[config.mk]
export PLATFORM = sky130hd
export DESIGN_NAME = parity_check_ctrl
export DESIGN_NICKNAME = d
export VERILOG_FILES = /design/src/rtl/parity_pkg.sv /design/src/rtl/parity_syndrome.sv /design/src/rtl/parity_check_ctrl.sv
export SDC_FILE = /design/constraint.sdc
export NUM_CORES = 1
export LEC_CHECK = 0
export BUFFER_PORTS_ARGS = -buffer_cell sky130_fd_sc_hd__buf_4
export CELL_PAD_IN_SITES_DETAIL_PLACEMENT = 1
export CELL_PAD_IN_SITES_GLOBAL_PLACEMENT = 1
export CORE_MARGIN = 2
export CORE_UTILIZATION = 40
export CTS_CLUSTER_DIAMETER = 30
export DETAILED_ROUTE_END_ITERATION = 12
export GPL_ROUTABILITY_DRIVEN = 1
export PLACE_DENSITY = 0.89
export RECOVER_POWER = 25
export SKIP_CTS_REPAIR_TIMING = 1
export SLEW_MARGIN = 20
export SYNTH_ARGS = -nofsm -noshare
export SYNTH_HDL_FRONTEND = slang
export SYNTH_HIERARCHICAL = 1
export SYNTH_SLANG_ARGS = --single-unit
export TNS_END_PERCENT = 5
[constraint.sdc]
create_clock -name clk -period 3.3 [get_ports clk]
set_clock_uncertainty 0.1 [all_clocks]
set_input_delay 0 -clock clk [delete_from_list [all_inputs] [get_ports clk]]
set_output_delay 0 -clock clk [all_outputs]
set_load 0.02 [all_outputs]
[src/rtl/parity_pkg.sv]
// Shared types and constants for the 4x4 row/column parity checker.
// Holds the FSM state encoding, word geometry, LFSR taps and parity helpers.
package parity_pkg;

    localparam int unsigned ROWS   = 4;
    localparam int unsigned COLS   = 4;
    localparam int unsigned WORD_W = 16;

    // Taps q[3] and q[2]: x^4 + x^3 + 1, maximal length (period 15, never 0)
    localparam logic [3:0] LFSR_TAPS = 4'b1100;

    typedef enum logic [2:0] {
        S_IDLE,
        S_LOAD,
        S_READY,
        S_INJECT,
        S_CHECK,
        S_CORRECT,
        S_DONE
    } state_t;

    function automatic logic [ROWS-1:0] row_parity(input logic [WORD_W-1:0] w);
        logic [ROWS-1:0] p;
        p = '0;
        for (int unsigned r = 0; r < ROWS; r++) begin
            p[r] = ^w[r*COLS +: COLS];
        end
        return p;
    endfunction

    function automatic logic [COLS-1:0] col_parity(input logic [WORD_W-1:0] w);
        logic [COLS-1:0] p;
        p = '0;
        for (int unsigned c = 0; c < COLS; c++) begin
            for (int unsigned r = 0; r < ROWS; r++) begin
                p[c] = p[c] ^ w[r*COLS + c];
            end
        end
        return p;
    endfunction

    function automatic logic [3:0] lfsr_next(input logic [3:0] q);
        return {q[2:0], ^(q & LFSR_TAPS)};
    endfunction

endpackage

[src/rtl/parity_syndrome.sv]
// Combinational syndrome: compares the working word's row/column parities
// against the reference and encodes a single-bit error position.
module parity_syndrome
    import parity_pkg::*;
(
    input  logic [WORD_W-1:0] num,
    input  logic [ROWS-1:0]   ref_row,
    input  logic [COLS-1:0]   ref_col,
    output logic [ROWS-1:0]   row_mis,
    output logic [COLS-1:0]   col_mis,
    output logic [3:0]        err_pos,
    output logic              single,
    output logic              clean
);

    logic [1:0] w_row_idx;
    logic [1:0] w_col_idx;

    assign row_mis = row_parity(num) ^ ref_row;
    assign col_mis = col_parity(num) ^ ref_col;

    // Index is only meaningful when exactly one bit is set in each vector
    always_comb begin
        w_row_idx = '0;
        w_col_idx = '0;
        for (int unsigned r = 0; r < ROWS; r++) begin
            if (row_mis[r]) w_row_idx = 2'(r);
        end
        for (int unsigned c = 0; c < COLS; c++) begin
            if (col_mis[c]) w_col_idx = 2'(c);
        end
    end

    assign err_pos = {w_row_idx, w_col_idx};
    assign single  = $onehot(row_mis) && $onehot(col_mis);
    assign clean   = ~|{row_mis, col_mis};

endmodule

[src/rtl/parity_check_ctrl.sv]
// Parity-protected word with LFSR-driven fault injection and single-bit
// correction, sequenced by a small request-driven FSM.
module parity_check_ctrl
    import parity_pkg::*;
#(
    parameter logic [3:0] LFSR_SEED = 4'b0001
) (
    input  logic              clk,
    input  logic              rst,
    input  logic [WORD_W-1:0] sw,
    input  logic              start,
    input  logic              inject,
    input  logic              correct,
    output logic [WORD_W-1:0] num,
    output logic [3:0]        inj_pos,
    output logic [3:0]        err_pos,
    output logic              err_valid,
    output logic              uncorrectable,
    output logic              busy,
    output logic              done
);

    state_t            r_state;
    state_t            w_next;
    logic [WORD_W-1:0] r_num;
    logic [3:0]        r_inj_pos;
    logic [3:0]        r_err_pos;
    logic              r_err_valid;
    logic              r_uncorr;
    logic [ROWS-1:0]   r_ref_row;
    logic [COLS-1:0]   r_ref_col;
    logic [3:0]        r_lfsr;
    logic [3:0]        w_lfsr_pos;
    logic [ROWS-1:0]   w_row_mis;
    logic [COLS-1:0]   w_col_mis;
    logic [3:0]        w_err_pos;
    logic              w_single;
    logic              w_clean;

    parity_syndrome u_syndrome (
        .num     (r_num),
        .ref_row (r_ref_row),
        .ref_col (r_ref_col),
        .row_mis (w_row_mis),
        .col_mis (w_col_mis),
        .err_pos (w_err_pos),
        .single  (w_single),
        .clean   (w_clean)
    );

    assign w_lfsr_pos = r_lfsr - 4'd1;

    always_ff @(posedge clk or posedge rst) begin
        if (rst) r_state <= S_IDLE;
        else     r_state <= w_next;
    end

    always_comb begin
        w_next = r_state;
        busy   = 1'b0;
        done   = 1'b0;
        case (r_state)
            S_IDLE:    if (start) w_next = S_LOAD;
            S_LOAD:    begin busy = 1'b1; w_next = S_DONE; end
            S_READY: begin
                if (start)        w_next = S_LOAD;
                else if (correct) w_next = S_CHECK;
                else if (inject)  w_next = S_INJECT;
            end
            S_INJECT:  begin busy = 1'b1; w_next = S_DONE; end
            S_CHECK:   begin busy = 1'b1; w_next = w_single ? S_CORRECT : S_DONE; end
            S_CORRECT: begin busy = 1'b1; w_next = S_DONE; end
            S_DONE:    begin done = 1'b1; w_next = S_READY; end
            default:   w_next = S_IDLE;
        endcase
    end

    always_ff @(posedge clk or posedge rst) begin
        if (rst) begin
            r_num       <= '0;
            r_inj_pos   <= '0;
            r_err_pos   <= '0;
            r_err_valid <= 1'b0;
            r_uncorr    <= 1'b0;
            r_ref_row   <= '0;
            r_ref_col   <= '0;
        end else begin
            case (r_state)
                S_LOAD: begin
                    r_num       <= sw;
                    r_ref_row   <= row_parity(sw);
                    r_ref_col   <= col_parity(sw);
                    r_err_valid <= 1'b0;
                    r_uncorr    <= 1'b0;
                end
                S_INJECT: begin
                    r_inj_pos <= w_lfsr_pos;
                    r_num     <= r_num ^ (WORD_W'(1) << w_lfsr_pos);
                end
                S_CHECK: begin
                    r_err_valid <= w_single;
                    r_uncorr    <= ~w_single & ~w_clean;
                    if (w_single) r_err_pos <= w_err_pos;
                end
                S_CORRECT: r_num <= r_num ^ (WORD_W'(1) << r_err_pos);
                default: ;
            endcase
        end
    end

    always_ff @(posedge clk or posedge rst) begin
        if (rst) r_lfsr <= LFSR_SEED;
        else     r_lfsr <= lfsr_next(r_lfsr);
    end

    // Syndrome self-consistency: clean must mean no row and no column mismatch
    always_comb begin
        assert (w_clean == ~|{w_row_mis, w_col_mis});
    end

    assign num           = r_num;
    assign inj_pos       = r_inj_pos;
    assign err_pos       = r_err_pos;
    assign err_valid     = r_err_valid;
    assign uncorrectable = r_uncorr;

endmodule

* Yosys cells after proc, flatten, opt, wreduce, memory -nomap -nowiden
Cells that the tools add are included.
** Storage, ports and cells
- Logic and storage cells :: 93
- Register bits after elaboration :: 41
- Bits of input ports :: 21
- Output and inout port bits :: 28
** Operators by class
- Equal/unequal tests :: 10
- Multiplexer cells :: 17
- Bitwise gates (word level) :: 30
- Shift operators :: 2
- Reductions and logical operators :: 18
- Add/subtract/negate cells :: 7
** Operators with widths (number)
- 16-bit case mux with 3 select lines :: 1
- 4-bit XOR reduction :: 9
- 1-bit by 4-bit << shifter with 16-bit output, first input constant :: 2
- 16-bit bitwise XOR :: 2
- 1-bit bitwise XOR :: 24
- 3-bit case mux with 5 select lines :: 1
- 3-bit two-way mux :: 4
- 2-bit two-way mux :: 5
- 3-bit by 1-bit equality test with 1-bit output, second input constant :: 3
- 3-bit equality test, second input constant :: 3
- 1-bit by 1-bit adder with 2-bit output :: 4
- 8-bit OR reduction :: 1
- 4-bit bitwise XOR :: 2
- 3-bit adder :: 2
- 3-bit by 2-bit equality test with 1-bit output, second input constant :: 2
- 1-bit two-way mux :: 4
- 4-bit != test, second input constant :: 1
- 1-bit case mux with 2 select lines :: 2
- 2-bit AND reduction :: 2
- 4-bit OR reduction :: 1
- 4-bit by 1-bit subtractor with 4-bit output, second input constant :: 1
- 3-bit zero test :: 1
- 3-bit nonzero test :: 1
- 3-bit OR reduction :: 1
- 5 further kinds :: 5

* Logic depth before layout (Yosys ltp)
Gate-level depths: netlist (run 1).
- Word-level depth :: 11
- Mapped depth :: 14
- Gate-level depth less buffers :: 13

* Hierarchy
The synthesis (run 1) kept the hierarchy.
** Modules (own cells, without submodules)
- parity_check_ctrl :: area an instance 2637.5 um^2, cells each 280, times used 1, sequential area each 1027.2 um^2
- parity_syndrome :: area an instance 506.7 um^2, cells each 52, times used 1, sequential area each 0.0 um^2

* Worst setup path before layout (run 1)
Ideal clock, no wire load.
- Kind :: register to register
- Start :: register r_num[13] (netlist: num[13])
- End :: register r_err_pos[0] (netlist: err_pos[0])
- Required time :: 3.075 ns
- Path slack :: -0.333 ns
- Cell stages (with the launch flop) :: 13
- Path buffers :: 1
- Period minus slack after synthesis :: 3.633 ns
- Arrival time :: 3.408 ns
- Library setup time :: 0.125 ns
- Cells stage by stage :: dfrtp_1 > xnor3_1 > xnor2_2 > inv_1 > fa_1 > ha_1 > ha_1 > nor4_1 > and3_1 > nor2b_1 > and3_1 > clkbuf_1 > mux2_2
** On the way
- Cells in the longest elaborated chain, start to end :: 7
- Elaborated cells on any way between the ends :: 15
- Those cells by class :: add/sub: 4; eq/ne: 2; mux: 3; bitwise: 3; reduce/logical: 3
** RTL lines
- start, declared :: line parity_check_ctrl.sv:25 : logic [WORD_W-1:0] r_num;
- start signal, assigned :: line parity_check_ctrl.sv:90 : r_num <= sw;
- start signal, assigned :: line parity_check_ctrl.sv:98 : r_num <= r_num ^ (WORD_W'(1) << w_lfsr_pos);
- start signal, assigned :: line parity_check_ctrl.sv:105 : S_CORRECT: r_num <= r_num ^ (WORD_W'(1) << r_err_pos);
- 4-bit XOR reduction :: line parity_pkg.sv:26 : p[r] = ^w[r*COLS +: COLS];
- 4-bit bitwise XOR :: line parity_syndrome.sv:19 : assign row_mis = row_parity(num) ^ ref_row;
- named net w_row_mis[3] :: line parity_check_ctrl.sv:34 : logic [ROWS-1:0] w_row_mis;
- 1-bit by 1-bit adder with 2-bit output (implied by the code) :: line parity_syndrome.sv:35 : assign single = $onehot(row_mis) && $onehot(col_mis);
- 3-bit adder (implied by the code) :: line parity_syndrome.sv:35
- 3-bit by 1-bit equality test with 1-bit output :: line parity_syndrome.sv:35
- 1-bit logical AND :: line parity_syndrome.sv:35
- named net w_single :: line parity_check_ctrl.sv:37 : logic w_single;
- 2-bit AND reduction (no line)
- end signal, assigned :: line parity_check_ctrl.sv:103 : if (w_single) r_err_pos <= w_err_pos;
- end, declared :: line parity_check_ctrl.sv:27 : logic [3:0] r_err_pos;
The timed path passes the listed nets, and every way through them passes these cells.
A chain may end at the register's enable or synchronous reset.

* Worst setup path in the final report (run 1)
- Start :: register r_num[3] (netlist: num[3])
- End :: register r_err_pos[0] (netlist: err_pos[0])
Same word-level chain as after synthesis.

==> results of run 1 <==
## cell usage after synthesis, types with 2 or more instances
master	n	share of area, %
o21ai_0	12	1.9
nand3_1	4	0.64
fa_1	2	1.3
dfrtp_1	40	32
xnor2_2	2	1.0
xnor2_1	45	13
nor4_2	2	0.80
nor3_1	4	0.64
clkbuf_1	8	0.96
a21boi_0	3	0.72
o211ai_1	14	3.3
nor4_1	2	0.40
a22o_1	2	0.56
or2_2	2	0.40
mux2_2	4	1.4
inv_1	26	3.1
a221oi_1	8	2.2
xor2_1	4	1.1
o221ai_1	3	0.84
nand2b_1	5	0.99
nand2_1	28	3.3
a21o_1	3	0.72
nand4_1	2	0.40
xnor3_1	4	2.9
a21oi_1	13	2.1
a211oi_1	6	1.4
mux2i_1	6	1.9
and2_1	3	0.60
ha_1	7	2.8
o2111ai_1	10	2.8
a2111oi_0	2	0.56
nor2_1	16	1.9
and3b_1	2	0.56
buf_2	4	0.64
and3_1	4	0.80
nor2b_1	2	0.40
## flip-flops by register name, summed over array words and instances (netlist names)
| signal | count |
|---|---|
| num | 16 |
| err_pos | 4 |
| inj_pos | 4 |
| r_lfsr | 4 |
| r_ref_col | 4 |
| r_ref_row | 4 |
| r_state | 3 |
| err_valid | 1 |
| uncorrectable | 1 |
## per-layer routing
| metal | GRT usage, % | routed length, microns | vias to the layer above |
|---|---|---|---|
| met3 | 3.66 | 848 | 54 |
| met4 | 8.33 | 653 | 0 |
| met2 | 44.2 | 6450 | 198 |
| met5 | 0 | 0 | - |
| met1 | 31.9 | 4980 | 1658 |
| li1 | - | - | 1371 |
## final cells by class
cell class / instances / area, sq um / area share, %
Multi-Input combinational cell: 249 / 2040 / 50.1
Tap cell: 102 / 128 / 3.13
Clock buffer: 7 / 86.3 / 2.12
Timing Repair Buffer: 94 / 679 / 16.7
Inverter: 27 / 101 / 2.49
Sequential cell: 41 / 1030 / 25.4
Antenna cell: 1 / 2.50 / 0.0614
## how the worst max path moves through the flow
stage,start,to,slack (ns),cells past startpoint
floorplan,num[7],err_pos[0],-0.07,12
global placement,num[7],err_pos[3],-0.05,11
detailed placement,num[1],err_pos[3],-0.28,12
CTS,num[1],err_pos[0],-0.30,12
global route,num[3],err_pos[0],-0.42,12
finish,num[3],err_pos[0],-0.36,12
## logic make-up (layout without fill, tap and decap cells)
group | count (synthesis) | in the layout | synth area share (%)
DFF | 41 | 41 | 32.7
xor gates and xnor gates | 56 | 56 | 18.1
and+or+nand+nor | 84 | 84 | 14.4
other | 0 | 1 | 0
adders and majority gates | 9 | 9 | 4.06
muxes | 10 | 10 | 3.34
AOI/OAI and AO/OA | 90 | 90 | 21.9
buffers and inverters | 42 | 128 | 5.53
## metrics by stage
step	utilization [%]	setup slack [ns]
after detailed placement	49.0	-0.278
after global routing	53.0	-0.419
after floorplan	-	-0.0746
after CTS	50.1	-0.299
final	53.0	-0.358
after global placement	49.0	-0.0520
## critical path, delay by kind of cell, from the launching register on
kind / cells / cell delay, ns
XOR/XNOR: 3 / 0.71
adder cells (fa/ha/maj): 3 / 0.96
buffers and inverters: 1 / 0.14
flip-flops: 1 / 0.45
multiplexers: 1 / 0.30
AND/OR/NAND/NOR: 4 / 0.90
==> out/summary.txt, run 1 <==
CP max FO: 4
I/O pins: 49
post-synthesis register bit count: 41
Final Max Tran Viols: 0
Hold Path End: r_state[0]
buffers added on ports: 48
Starting Density: 40.9%
vias in the first global route: 3097
Mapped Avg Cell Area: 9.47 sq um
worst hold path class: in2reg
final hold violation count: 1
CTS sink count: 41
FF-to-FF End: err_pos[0]
fin cells: 521
Synth Cell Area: 3140 sq um
r2r worst-path depth: 12
number of H-tree levels: 2
initial antenna violation count: 1
drt wl/cell: 24.8 microns
TritonCTS clock tree: done
placed cell area: 3760 sq um
largest net degree at the start of global routing: 32
Vias/cell: 6.30
number of synthesized flops with an enable pin: 0
remaining antenna violation count after routing: 0
Vias: 3281
die width: 92.7 microns
nets@finish: 448
Core ar.: 7690 sq um
crit-path cells: xnor2_2 -> xnor2_1 -> xor2_1 -> inv_1 -> fa_1 -> ha_2 -> ha_4 -> nor4_4 -> and3_1 -> nor2b_4 -> and3_4 -> mux2_4
async set or reset register ratio after synthesis: 100%
die height: 92.7 microns
Slew @ Worst Pin: 1.00 ns
R2R setup slack: -0.36 ns
placed cells: 491
Slew HR: 33.2%
total grt overflow: 0
worst r2r src: num[3]
die area: 8590 sq um
DRC: 0
post-route minimum period: 3.66 ns
Hold WS: -0.00627 ns
share of layout cells above drive strength 1: 23.9%
Critical Path Slowest Stage Cell: fa_1
Synth warnings: 6
CP startpoint kind: register
status: finished with violations
std cell rows: 32
failing checks: negative hold slack, negative setup slack
Seq/Total Area, Yosys: 32.7%
Total GRT Usage: 25.2%
clock latency on the worst-skew pair: 0.30 ns
gp weighted congestion: 0.926
Hold Startpoint: inject
drt pass-1 iters: 5
clock root buffer: clkbuf_8
CP required: 3.39 ns
most frequent cells in the layout: buf_4 (55), xnor2_1 (42), dfrtp_1 (34)
Tcrit/Tclk final: 111%
final instance area: 4070 sq um
worst setup path class: reg2reg
Hold Crit Depth: 3
post-synthesis instance total: 332
Primary FF master, synth: dfrtp_1
total wire length: 12900 microns
Synth-to-Final Area Change: 29.5%
first-pass GRT wire length: 16600 microns
dpl hpwl: 8150 microns
fillers: 913
CTS max path bufs: 2
Unique masters post-synth: 64
Data arrival, critical path: 3.75 ns
max incr delay on CP: 0.56 ns
drt first-iter violations: 459
max-cap violations: 0
Synth Net Count: 362
final worst slack: -0.358 ns
RSZ-0062 raised after global routing: yes
commonest non-fill, non-tap cell in the layout: buf_4
number of setup violations in the final report: 7
crit end category: register
Worst-path clk slew: 0.08 ns
Inserted Clock Buffers: 5
setup_tns: -1.72 ns
Fmax achieved: 0.273 GHz
Power of run 1 is left out: the tool's default activity adds up to more than one toggle a clock period on the data nets, which glitch-free logic cannot reach.
==> inputs of run 2 (changes only) <==
--- a/config.mk
+++ b/config.mk
@@ -15,6 +15,7 @@
 export GPL_ROUTABILITY_DRIVEN = 1
 export PLACE_DENSITY = 0.89
 export RECOVER_POWER = 25
+export SETUP_SLACK_MARGIN = 0.5
 export SKIP_CTS_REPAIR_TIMING = 1
 export SLEW_MARGIN = 20
 export SYNTH_ARGS = -nofsm -noshare
==> constraint.sdc (replaced) <==
create_clock -name clk -period 3.3 [get_ports clk]
set_clock_uncertainty 0.1 [all_clocks]
set_input_delay 0 -clock clk [delete_from_list [all_inputs] [get_ports clk]]
set_output_delay 0 -clock clk [all_outputs]
set_load 0.05 [all_outputs]
==> run 2 against run 1 <==
  * The run ends with negative setup slack left
  * Hold slack better by 0.10 ns
  * First-iteration DRC count is 31% lower
  * Via count is 2.1% lower
  * Critical path depth is 1 higher
  * Final cell count is 0.77% higher
  * Cell area is 1.9% higher
  * Die area stayed put
  * Register-to-register slack worse by 0.06 ns
  * Routed wire length is 4.4% lower
  * Setup slack worse by 0.065 ns
  * Fmax is 1.7% lower
  * Core utilization is 1.0 points higher
  * Critical path type unchanged
  * Largest cell class unchanged
==> out/summary.txt, run 2 (synthesis results as in run 1) <==
met2 Usage GRT: 42.8% (-1.4 points)
TritonCTS clock tree: done
total wire length: 12400 microns (-4.4%)
crit path launch: num[13]
GR peak layer: met2
R2R setup slack: -0.42 ns (-0.06 ns)
RSZ-0062 raised after global routing: yes
CP max FO: 4 (unchanged)
Hold Startpoint: sw[3]
max-cap violations: 0 (unchanged)
crit end category: register
Largest register FFs: 16 (unchanged)
std cell rows: 32 (unchanged)
Synth-to-Final Area Change: 32.0%
drt pass-1 iters: 5 (unchanged)
Slew @ Worst Pin: 0.997 ns (-0.00363 ns)
Core ar.: 7690 sq um (unchanged)
CTS sink count: 41 (unchanged)
status: finished with violations
CTS max path bufs: 2 (unchanged)
M1 GR Usage: 32.2% (+0.29 points)
total grt overflow: 0 (unchanged)
most frequent cells in the layout: buf_4 (67), xnor2_1 (41), dfrtp_1 (31)
setup_tns: -2.19 ns (-0.474 ns)
Hold WS: 0.0958 ns (+0.102 ns)
die height: 92.7 microns (unchanged)
Multi-input gate area: 2050 sq um (+0.43%)
Total GRT Usage: 24.8% (-0.44 points)
failing checks: negative setup slack
die width: 92.7 microns (unchanged)
Hold Path End: r_ref_row[0]
final worst slack: -0.423 ns (-0.0647 ns)
worst setup path class: reg2reg
Vias: 3213 (-2.1%)
Data arrival, critical path: 3.82 ns (+0.07 ns)
number of H-tree levels: 2 (unchanged)
Worst-path clk slew: 0.08 ns (about the same)
register area: 1040 sq um (+0.36%)
final hold violation count: 0 (-1)
r2r worst-path depth: 13 (+1)
crit-path cells: buf_4 -> xnor2_2 -> xnor2_1 -> xnor2_1 -> inv_1 -> fa_1 -> ha_1 -> ha_1 -> nor4_4 -> and3_1 -> nor2b_4 -> and3_4 -> mux2_4
commonest non-fill, non-tap cell in the layout: buf_4
FF-to-FF End: err_pos[0]
Critical Path Slowest Stage Cell: fa_1
buffers added on ports: 48 (unchanged)
max incr delay on CP: 0.50 ns (-0.06 ns)
fillers: 900 (-1.4%)
worst hold path class: in2reg
Final Max Tran Viols: 0 (unchanged)
share of layout cells above drive strength 1: 27.5% (+3.6 points)
Fmax achieved: 0.269 GHz (-1.7%)
number of setup violations in the final report: 8 (+1)
drt wl/cell: 23.5 microns (-5.2%)
Starting Density: 40.9% (unchanged)
vias in the first global route: 2975 (-3.9%)
CP required: 3.39 ns (about the same)
nets@finish: 452 (+0.89%)
die area: 8590 sq um (unchanged)
drt first-iter violations: 317 (-31%)
CP startpoint kind: register
worst slack, placed: -0.422 ns (-0.144 ns)
final design utilization: 54.0% (+1.0 points)
largest net degree at the start of global routing: 32 (unchanged)
worst r2r src: num[13]
gp weighted congestion: 0.896 (-3.3%)
I/O pins: 49 (unchanged)
initial antenna violation count: 1 (unchanged)
Tcrit/Tclk final: 113% (+2.0 points)
first-pass GRT wire length: 16300 microns (-1.9%)
clock root buffer: clkbuf_8
clock latency on the worst-skew pair: 0.31 ns (about the same)
Inserted Clock Buffers: 5 (unchanged)
GR Util met3: 3.42% (-0.24 points)
Slew HR: 33.5% (+0.24 points)
Vias/cell: 6.12 (-2.8%)
remaining antenna violation count after routing: 0 (unchanged)
Hold Crit Depth: 4 (+1)
post-route minimum period: 3.72 ns (+0.0647 ns)
dpl hpwl: 7980 microns (-2.1%)
DRC: 0 (unchanged)
## run 2: changes by cell type in the layout (fill, tap and decap cells not counted), moves of 2 or more
| cell | change |
|---|---|
| buf_4 | +12 |
| clkbuf_1 | -9 |
| dfrtp_1 | -3 |
| dfrtp_2 | +3 |
| ha_1 | +2 |
| xor2_1 | -2 |
| xor2_2 | +2 |
## run 2: how the worst max path moves through the flow
stage | to | slack, ns | depth (start not counted)
2_1_floorplan | err_pos[0] | -0.21 | 12
3_3_place_gp | err_pos[3] | -0.09 | 11
3_5_place_dp | err_pos[0] | -0.42 | 11
4_1_cts | err_pos[0] | -0.43 | 11
5_1_grt | err_pos[0] | -0.47 | 13
6_report | err_pos[0] | -0.42 | 13
## run 2: metal layers
layer / wire (microns) / share of wire (%) / vias to the layer above
li1: - / - / 1373
met1: 4620 / 37 / 1582
met2: 6140 / 50 / 184
met3: 841 / 6.8 / 74
met4: 744 / 6.0 / 0
met5: 0 / 0 / -
## run 2: cell type report
type / instances / share of cell area, %
inverters: 27 / 2.44
well taps: 102 / 3.07
flip-flops and latches: 41 / 25.0
clock buffers: 7 / 2.08
diodes: 1 / 0.0603
repair buffers: 98 / 18.0
multi-input cells: 249 / 49.4
## run 2: worst max-delay path, delay by kind of cell (launching register included)
family        cells  cell delay, ns
fa+ha+maj         3            1.06
simple gates      4            0.87
xor+xnor          3            0.62
flops             1            0.43
buf+inv           2            0.23
mux               1            0.30
## run 2: per-stage QoR
stage | cells | cell area [sq um]
floorplan | 332 | 3170
global placement | 493 | 3780
detailed placement | 493 | 3780
CTS | 500 | 3870
global route | 525 | 4150
finish | 525 | 4150
Power of run 2 is left out for the same reason.
